File: src/rtl/run_sequencer_if.sv
// Run-control bus between the test bench / decoder side and the run sequencer.
interface run_sequencer_if #(
   parameter int unsigned PC_W  = 10,
   parameter int unsigned CNT_W = 16
);

   // launch handshake
   logic             Start;
   logic [PC_W-1:0]  StartAddr;

   // per-instruction control flags from decoder / ALU
   logic             jump_en;
   logic             branch_taken;
   logic             done_in;
   logic             mem_op;
   logic [PC_W-1:0]  Target;

   // sequencer results
   logic [PC_W-1:0]  PC;
   logic             exec_en;
   logic             Ack;
   logic             timeout;
   logic [CNT_W-1:0] cycle_count;

   modport master (
      output Start, StartAddr, jump_en, branch_taken, done_in, mem_op, Target,
      input  PC, exec_en, Ack, timeout, cycle_count
   );

   modport slave (
      input  Start, StartAddr, jump_en, branch_taken, done_in, mem_op, Target,
      output PC, exec_en, Ack, timeout, cycle_count
   );

endinterface

File: src/rtl/run_sequencer.sv
// Run controller for the 9-bit accumulator core: owns the PC, the start/halt
// handshake, the commit strobe, LW/SW stretching and the cycle counter.
module run_sequencer #(
   parameter int unsigned PC_W       = 10,
   parameter int unsigned MEM_LAT    = 2,
   parameter int unsigned CNT_W      = 16,
   parameter int unsigned MAX_CYCLES = 65000
) (
   input  logic          Clk,
   input  logic          Reset,
   run_sequencer_if.slave bus
);

   localparam int unsigned     WAIT_W    = (MEM_LAT > 1) ? $clog2(MEM_LAT + 1) : 1;
   localparam bit              MEM_MULTI = (MEM_LAT != 0);
   localparam logic [CNT_W-1:0]  WD_LAST  = CNT_W'(MAX_CYCLES - 1);
   localparam logic [CNT_W-1:0]  CNT_SAT  = '1;
   localparam logic [CNT_W-1:0]  CNT_ONE  = CNT_W'(1);
   localparam logic [PC_W-1:0]   PC_ONE   = PC_W'(1);
   localparam logic [WAIT_W-1:0] WAIT_INIT = WAIT_W'(MEM_LAT);
   localparam logic [WAIT_W-1:0] WAIT_ONE  = WAIT_W'(1);

   typedef enum logic [1:0] {
      S_IDLE     = 2'd0,
      S_RUN      = 2'd1,
      S_MEM_WAIT = 2'd2,
      S_HALT     = 2'd3
   } state_t;

   state_t            r_state;
   state_t            w_state_nxt;
   logic [PC_W-1:0]   r_pc;
   logic [PC_W-1:0]   w_pc_nxt;
   logic [CNT_W-1:0]  r_cnt;
   logic [CNT_W-1:0]  w_cnt_nxt;
   logic [WAIT_W-1:0] r_wait;
   logic [WAIT_W-1:0] w_wait_nxt;
   logic              r_ack;
   logic              w_ack_nxt;
   logic              r_timeout;
   logic              w_timeout_nxt;
   logic              w_exec;
   logic              w_wd_hit;
   logic [CNT_W-1:0]  w_cnt_inc;
   logic [PC_W-1:0]   w_pc_inc;

   // saturating cycle count, sequential PC and watchdog compare
   assign w_cnt_inc = (r_cnt == CNT_SAT) ? r_cnt : r_cnt + CNT_ONE;
   assign w_pc_inc  = r_pc + PC_ONE;
   assign w_wd_hit  = (r_cnt == WD_LAST);

   // state register and all registered outputs
   always_ff @(posedge Clk) begin
      if (Reset) begin
         r_state   <= S_IDLE;
         r_pc      <= '0;
         r_cnt     <= '0;
         r_wait    <= '0;
         r_ack     <= 1'b0;
         r_timeout <= 1'b0;
      end else begin
         r_state   <= w_state_nxt;
         r_pc      <= w_pc_nxt;
         r_cnt     <= w_cnt_nxt;
         r_wait    <= w_wait_nxt;
         r_ack     <= w_ack_nxt;
         r_timeout <= w_timeout_nxt;
      end
   end

   // next-state, datapath updates and the commit strobe
   always_comb begin
      w_state_nxt   = r_state;
      w_pc_nxt      = r_pc;
      w_cnt_nxt     = r_cnt;
      w_wait_nxt    = r_wait;
      w_ack_nxt     = r_ack;
      w_timeout_nxt = r_timeout;
      w_exec        = 1'b0;

      case (r_state)
         S_IDLE, S_HALT: begin
            if (bus.Start) begin
               w_state_nxt   = S_RUN;
               w_pc_nxt      = bus.StartAddr;
               w_cnt_nxt     = '0;
               w_timeout_nxt = 1'b0;
               w_ack_nxt     = 1'b0;
            end
         end

         S_RUN: begin
            w_cnt_nxt = w_cnt_inc;
            if (w_wd_hit) begin
               w_state_nxt   = S_HALT;
               w_ack_nxt     = 1'b1;
               w_timeout_nxt = 1'b1;
            end else if (bus.done_in) begin
               w_state_nxt = S_HALT;
               w_ack_nxt   = 1'b1;
            end else if (bus.mem_op && MEM_MULTI) begin
               w_state_nxt = S_MEM_WAIT;
               w_wait_nxt  = WAIT_INIT;
            end else begin
               w_exec = 1'b1;
               // mem_op only reaches here with single-cycle memory and then
               // behaves like any other instruction
               if (bus.jump_en || bus.branch_taken) begin
                  w_pc_nxt = bus.Target;
               end else begin
                  w_pc_nxt = w_pc_inc;
               end
            end
         end

         S_MEM_WAIT: begin
            w_cnt_nxt = w_cnt_inc;
            if (w_wd_hit) begin
               w_state_nxt   = S_HALT;
               w_ack_nxt     = 1'b1;
               w_timeout_nxt = 1'b1;
            end else begin
               w_wait_nxt = r_wait - WAIT_ONE;
               // LW/SW always falls through to the next sequential address
               if (r_wait == WAIT_ONE) begin
                  w_exec      = 1'b1;
                  w_pc_nxt    = w_pc_inc;
                  w_state_nxt = S_RUN;
               end
            end
         end

         default: begin
            w_state_nxt = S_IDLE;
         end
      endcase

      // no architectural write may commit in a reset cycle
      if (Reset) begin
         w_exec = 1'b0;
      end
   end

   assign bus.PC          = r_pc;
   assign bus.exec_en     = w_exec;
   assign bus.Ack         = r_ack;
   assign bus.timeout     = r_timeout;
   assign bus.cycle_count = r_cnt;

endmodule

File: src/flat_wrapper.sv
// flat-port wrapper written by rule: the top's interface ports become plain ports
module run_sequencer_flat 
#(
   parameter int unsigned PC_W       = 10,
   parameter int unsigned MEM_LAT    = 2,
   parameter int unsigned CNT_W      = 16,
   parameter int unsigned MAX_CYCLES = 65000
)
  (Clk, Reset, bus_Start, bus_StartAddr, bus_jump_en, bus_branch_taken, bus_done_in, bus_mem_op, bus_Target, bus_PC, bus_exec_en, bus_Ack, bus_timeout, bus_cycle_count);
  run_sequencer_if #(.PC_W(PC_W), .CNT_W(CNT_W)) bus_i ();
  input  logic Clk;
  input  logic Reset;
  input wire logic [$bits(bus_i.Start)-1:0] bus_Start;
  input wire logic [$bits(bus_i.StartAddr)-1:0] bus_StartAddr;
  input wire logic [$bits(bus_i.jump_en)-1:0] bus_jump_en;
  input wire logic [$bits(bus_i.branch_taken)-1:0] bus_branch_taken;
  input wire logic [$bits(bus_i.done_in)-1:0] bus_done_in;
  input wire logic [$bits(bus_i.mem_op)-1:0] bus_mem_op;
  input wire logic [$bits(bus_i.Target)-1:0] bus_Target;
  output wire logic [$bits(bus_i.PC)-1:0] bus_PC;
  output wire logic [$bits(bus_i.exec_en)-1:0] bus_exec_en;
  output wire logic [$bits(bus_i.Ack)-1:0] bus_Ack;
  output wire logic [$bits(bus_i.timeout)-1:0] bus_timeout;
  output wire logic [$bits(bus_i.cycle_count)-1:0] bus_cycle_count;
  assign bus_i.Start = bus_Start;
  assign bus_i.StartAddr = bus_StartAddr;
  assign bus_i.jump_en = bus_jump_en;
  assign bus_i.branch_taken = bus_branch_taken;
  assign bus_i.done_in = bus_done_in;
  assign bus_i.mem_op = bus_mem_op;
  assign bus_i.Target = bus_Target;
  assign bus_PC = bus_i.PC;
  assign bus_exec_en = bus_i.exec_en;
  assign bus_Ack = bus_i.Ack;
  assign bus_timeout = bus_i.timeout;
  assign bus_cycle_count = bus_i.cycle_count;
  run_sequencer #(.PC_W(PC_W), .MEM_LAT(MEM_LAT), .CNT_W(CNT_W), .MAX_CYCLES(MAX_CYCLES)) u_core (.Clk(Clk), .Reset(Reset), .bus(bus_i));
endmodule
File: config.mk
export PLATFORM = sky130hd
export DESIGN_NAME = run_sequencer_flat
export DESIGN_NICKNAME = d
export VERILOG_FILES = /design/src/rtl/run_sequencer_if.sv /design/src/rtl/run_sequencer.sv /design/src/flat_wrapper.sv
export SDC_FILE = /design/constraint.sdc
export NUM_CORES = 1
export LEC_CHECK = 0
export BUFFER_PORTS_ARGS = -buffer_cell sky130_fd_sc_hd__buf_2
export CAP_MARGIN = 20
export CORE_ASPECT_RATIO = 1.1
export CORE_MARGIN = 5
export CORE_UTILIZATION = 58
export CTS_BUF_LIST = sky130_fd_sc_hd__clkbuf_8
export CTS_CLUSTER_SIZE = 28
export DETAILED_ROUTE_END_ITERATION = 8
export PLACE_DENSITY = 0.95
export SETUP_SLACK_MARGIN = 0.05
export SLEW_MARGIN = 20
export SYNTH_ARGS = -nofsm -noshare
export SYNTH_HDL_FRONTEND = slang
export SYNTH_SLANG_ARGS = --single-unit
File: constraint.sdc
create_clock -name Clk -period 3.9 [get_ports Clk]
set_input_delay 0.78 -clock Clk [delete_from_list [all_inputs] [get_ports Clk]]
set_output_delay 0.78 -clock Clk [all_outputs]
set_load 0.02 [all_outputs]
==> qor.csv <==
stage,metric,value,unit
outcome,outcome,completed,
flow_run,Max-Cap Viols,0,
global_routing,grt total ovfl,0,
yosys,top_reg_cell synth,dfxtp_1,
clock_tree,clk_lat worst skew,0.29,ns
clock_tree,"Reg clk slew, reported paths",0.06,ns
yosys,largest family of logic cells by synthesized area,compound AO/OA/AOI/OAI gates,
global_routing,initial antenna violation count,0,
timing,Final Hold Fails,0,
layout,Finished Cell Area,2380,um2
clock_tree,CTS root buffer,clkbuf_8,
timing,setup TNS,0,ns
yosys,number of flops mapped to enable cells by yosys,0,
global_routing,vias in the first global route,2015,
clock_tree,CTS resizes,0,
timing,clock skew,0.00296,ns
layout,Multi-input gate area,1270,um2
yosys,mux cell area share after synthesis,3.06,%
layout,share of cells above drive strength 1,22.3,%
pwr,power per standard cell area,578,nW/um2
floorplan,DIE HEIGHT,71.6,um
setup_path,Worst EP required,3.12,ns
global_routing,Tot GR Track Use,23.4,%
yosys,Compound-Gate Fraction of Synth Area,25.9,%
timing,Final Cycle Share,74.1,%
setup_path,"critical path fanouts, max",12,
yosys,post-synth top area share,32.0,%
timing,slew margin rel.,50.1,%
clock_tree,cts bufs inserted,5,
floorplan,Ports,56,
setup_path,crit end category,output port,
drt,DRT antenna net count,0,
setup_path,worst path cell trace,or4b_4 -> nor4_4 -> nor4_1 -> buf_2,
clock_tree,Clock Path Buffers,2,
drt,Residual DRC,0,
setup_path,Critical Path Start Type,flop,
layout,ant diodes,0,
drt,Initial DRT Pass Iterations,6,
yosys,cell area after synthesis,2000,um2
yosys,synth warn,0,
yosys,Simple-Gate Fraction of Synth Area,24.7,%
layout,Filler cells,278,
clock_tree,H-tree lvl count,2,
clock_tree,Sink Count,32,
timing,Max Clock Freq,0.346,GHz
floorplan,initial core utilization,60.1,%
global_routing,largest net degree at the start of global routing,26,
clock_tree,# Post-CTS Setup Buffers,0,
yosys,"area leader, netlist",dfxtp_1,
yosys,Cell variety after synth,43,
placed_design,dpl cell area,2290,um2
floorplan,area of the die,4730,um2
floorplan,die width,66.0,um
worst_hold_path,min-delay worst type,flop to flop,
placed_design,post-DP HPWL,3920,um
timing,fin. max-slew vios,0,
yosys,Post-Synth Adder-Cell Area,3.12,%
drt,DRT Wirelength,5330,um
layout,Register Area,641,um2
setup_path,Top delay family on crit path,simple AND/OR/NAND/NOR gates,
timing,post-route setup slack,1.01,ns
placed_design,Setup Slack @ Placement,1.10,ns
yosys,ys async rst share,0,%
yosys,most numerous cell in the Yosys netlist,dfxtp_1,
pwr,peak supply drop,244,uV
clock_tree,hold_buf cts,0,
timing,Tmin final,2.89,ns
drt,routed wire length per instance,15.1,um
setup_path,CP max stage cell,nor4_4,
yosys,most common library cells after synthesis,"dfxtp_1, nor2_1, o21ai_0",
placed_design,Routability Congestion,0.921,
timing,worst-margin pin slew,0.748,ns
clock_tree,CTS tree,done,
layout,Layout Nets,337,
timing,unrepaired setup endpoints after global routing,no,
pwr,Pleak,0.000933,uW
floorplan,FP Rows,22,
yosys,post-synthesis sequential area ratio,32.0,%
layout,area grow syn2layout,18.9,%
drt,1st-iter DRT viols,209,
setup_path,Worst Path Arrival,2.11,ns
timing,# setup viols final,0,
yosys,net count after synthesis,287,
setup_path,CP peak stage delay,0.56,ns
yosys,XOR/XNOR Fraction of Synth Area,6.56,%
yosys,synthesized instance count,255,
yosys,register bit count reported by yosys,32,
global_routing,first-pass GRT wire length,8830,um
drt,via count,2146,
drt,Vias/cell,6.08,
yosys,average size of a mapped cell,7.86,um2
setup_path,critical path class,flop to output port,
floorplan,core area,3330,um2
yosys,Synth area leaders,"dfxtp_1, o21ai_0, xnor2_1, nor2_1, a21oi_1",
placed_design,IO buf count,55,
setup_path,WP buf/inv,1,
==> tightest hold or removal path, stage by stage, from the launching register on <==
cell and delay (ns):
dfxtp_1 0.31, nand2_1 0.05, a21oi_1 0.06
==> worst paths after layout <==
check,start,slack [ns],depth (start not counted),to
max,u_core.bus.cycle_count[2],1.01,4,bus_exec_en
min,u_core.bus.Ack,0.47,2,u_core.bus.Ack
max reg2reg,u_core.r_state[0],1.06,7,u_core.bus.PC[8]
min reg2reg,u_core.bus.Ack,0.47,2,u_core.bus.Ack
==> metrics by stage <==
stage | util (%) | total power [uW] | instances | hold WS, ns
after floorplan | - | 929 | 255 | 0.450
after global placement | 68.6 | 1070 | 346 | 0.446
after detailed placement | 68.6 | 1090 | 346 | 0.467
after CTS | 71.5 | 1370 | 353 | 0.477
after global routing | 71.5 | 1470 | 353 | 0.511
final | 71.5 | 1380 | 353 | 0.473
==> cell usage in the layout (no fill, tap or decap), drive strengths merged, types with 3 or more instances in the layout <==
cell type  count
clkbuf         7
nor4b          3
nand2         20
a31oi          7
nor2          24
a211o          3
nand2b         6
nand4          5
nor4           3
a32o           4
or3            7
xnor2         13
mux2i          5
a21oi         16
nand3         14
inv           10
o21ai         25
buf           55
o211ai         3
a2111oi        3
a211oi         7
dfxtp         32
and3           3
ha             5
==> per-layer routing <==
layer | share of wire, % | GRT usage [%] | routed length, um
met5 | 0 | 0 | 0
met1 | 42 | 28.7 | 2210
met4 | 2.6 | 12.6 | 138
met3 | 7.9 | 4.55 | 420
met2 | 48 | 38.4 | 2560
==> registers in the layout, indices dropped and copies added (netlist names) <==
register and count:
u_core.bus.PC 10, u_core.bus.timeout 1, u_core.r_wait 2, u_core.r_state 2, u_core.bus.cycle_count 16, u_core.bus.Ack 1
==> power breakdown <==
group          switching, uW  internal (uW)  total, uW
Combinational            402            241        643
Sequential              69.1            387        456
Clock                    120            157        277
==> logic make-up (layout without fill, tap and decap cells) <==
logic type | count (synthesis) | after routing
AND/OR/NAND/NOR | 94 | 94
AO/OA/AOI/OAI | 80 | 80
flip-flops | 32 | 32
buffers and inverters | 23 | 73
XOR/XNOR | 15 | 15
multiplexers | 6 | 6
adder cells (fa/ha/maj) | 5 | 5
==> cell type report <==
cell class | count | share of cell area (%)
clock buffers | 7 | 4.04
inverters | 11 | 1.73
multi-input cells | 200 | 53.3
flip-flops and latches | 32 | 26.9
well taps | 48 | 2.52
repair buffers | 55 | 11.6
(Power assumes the default switching activity.)
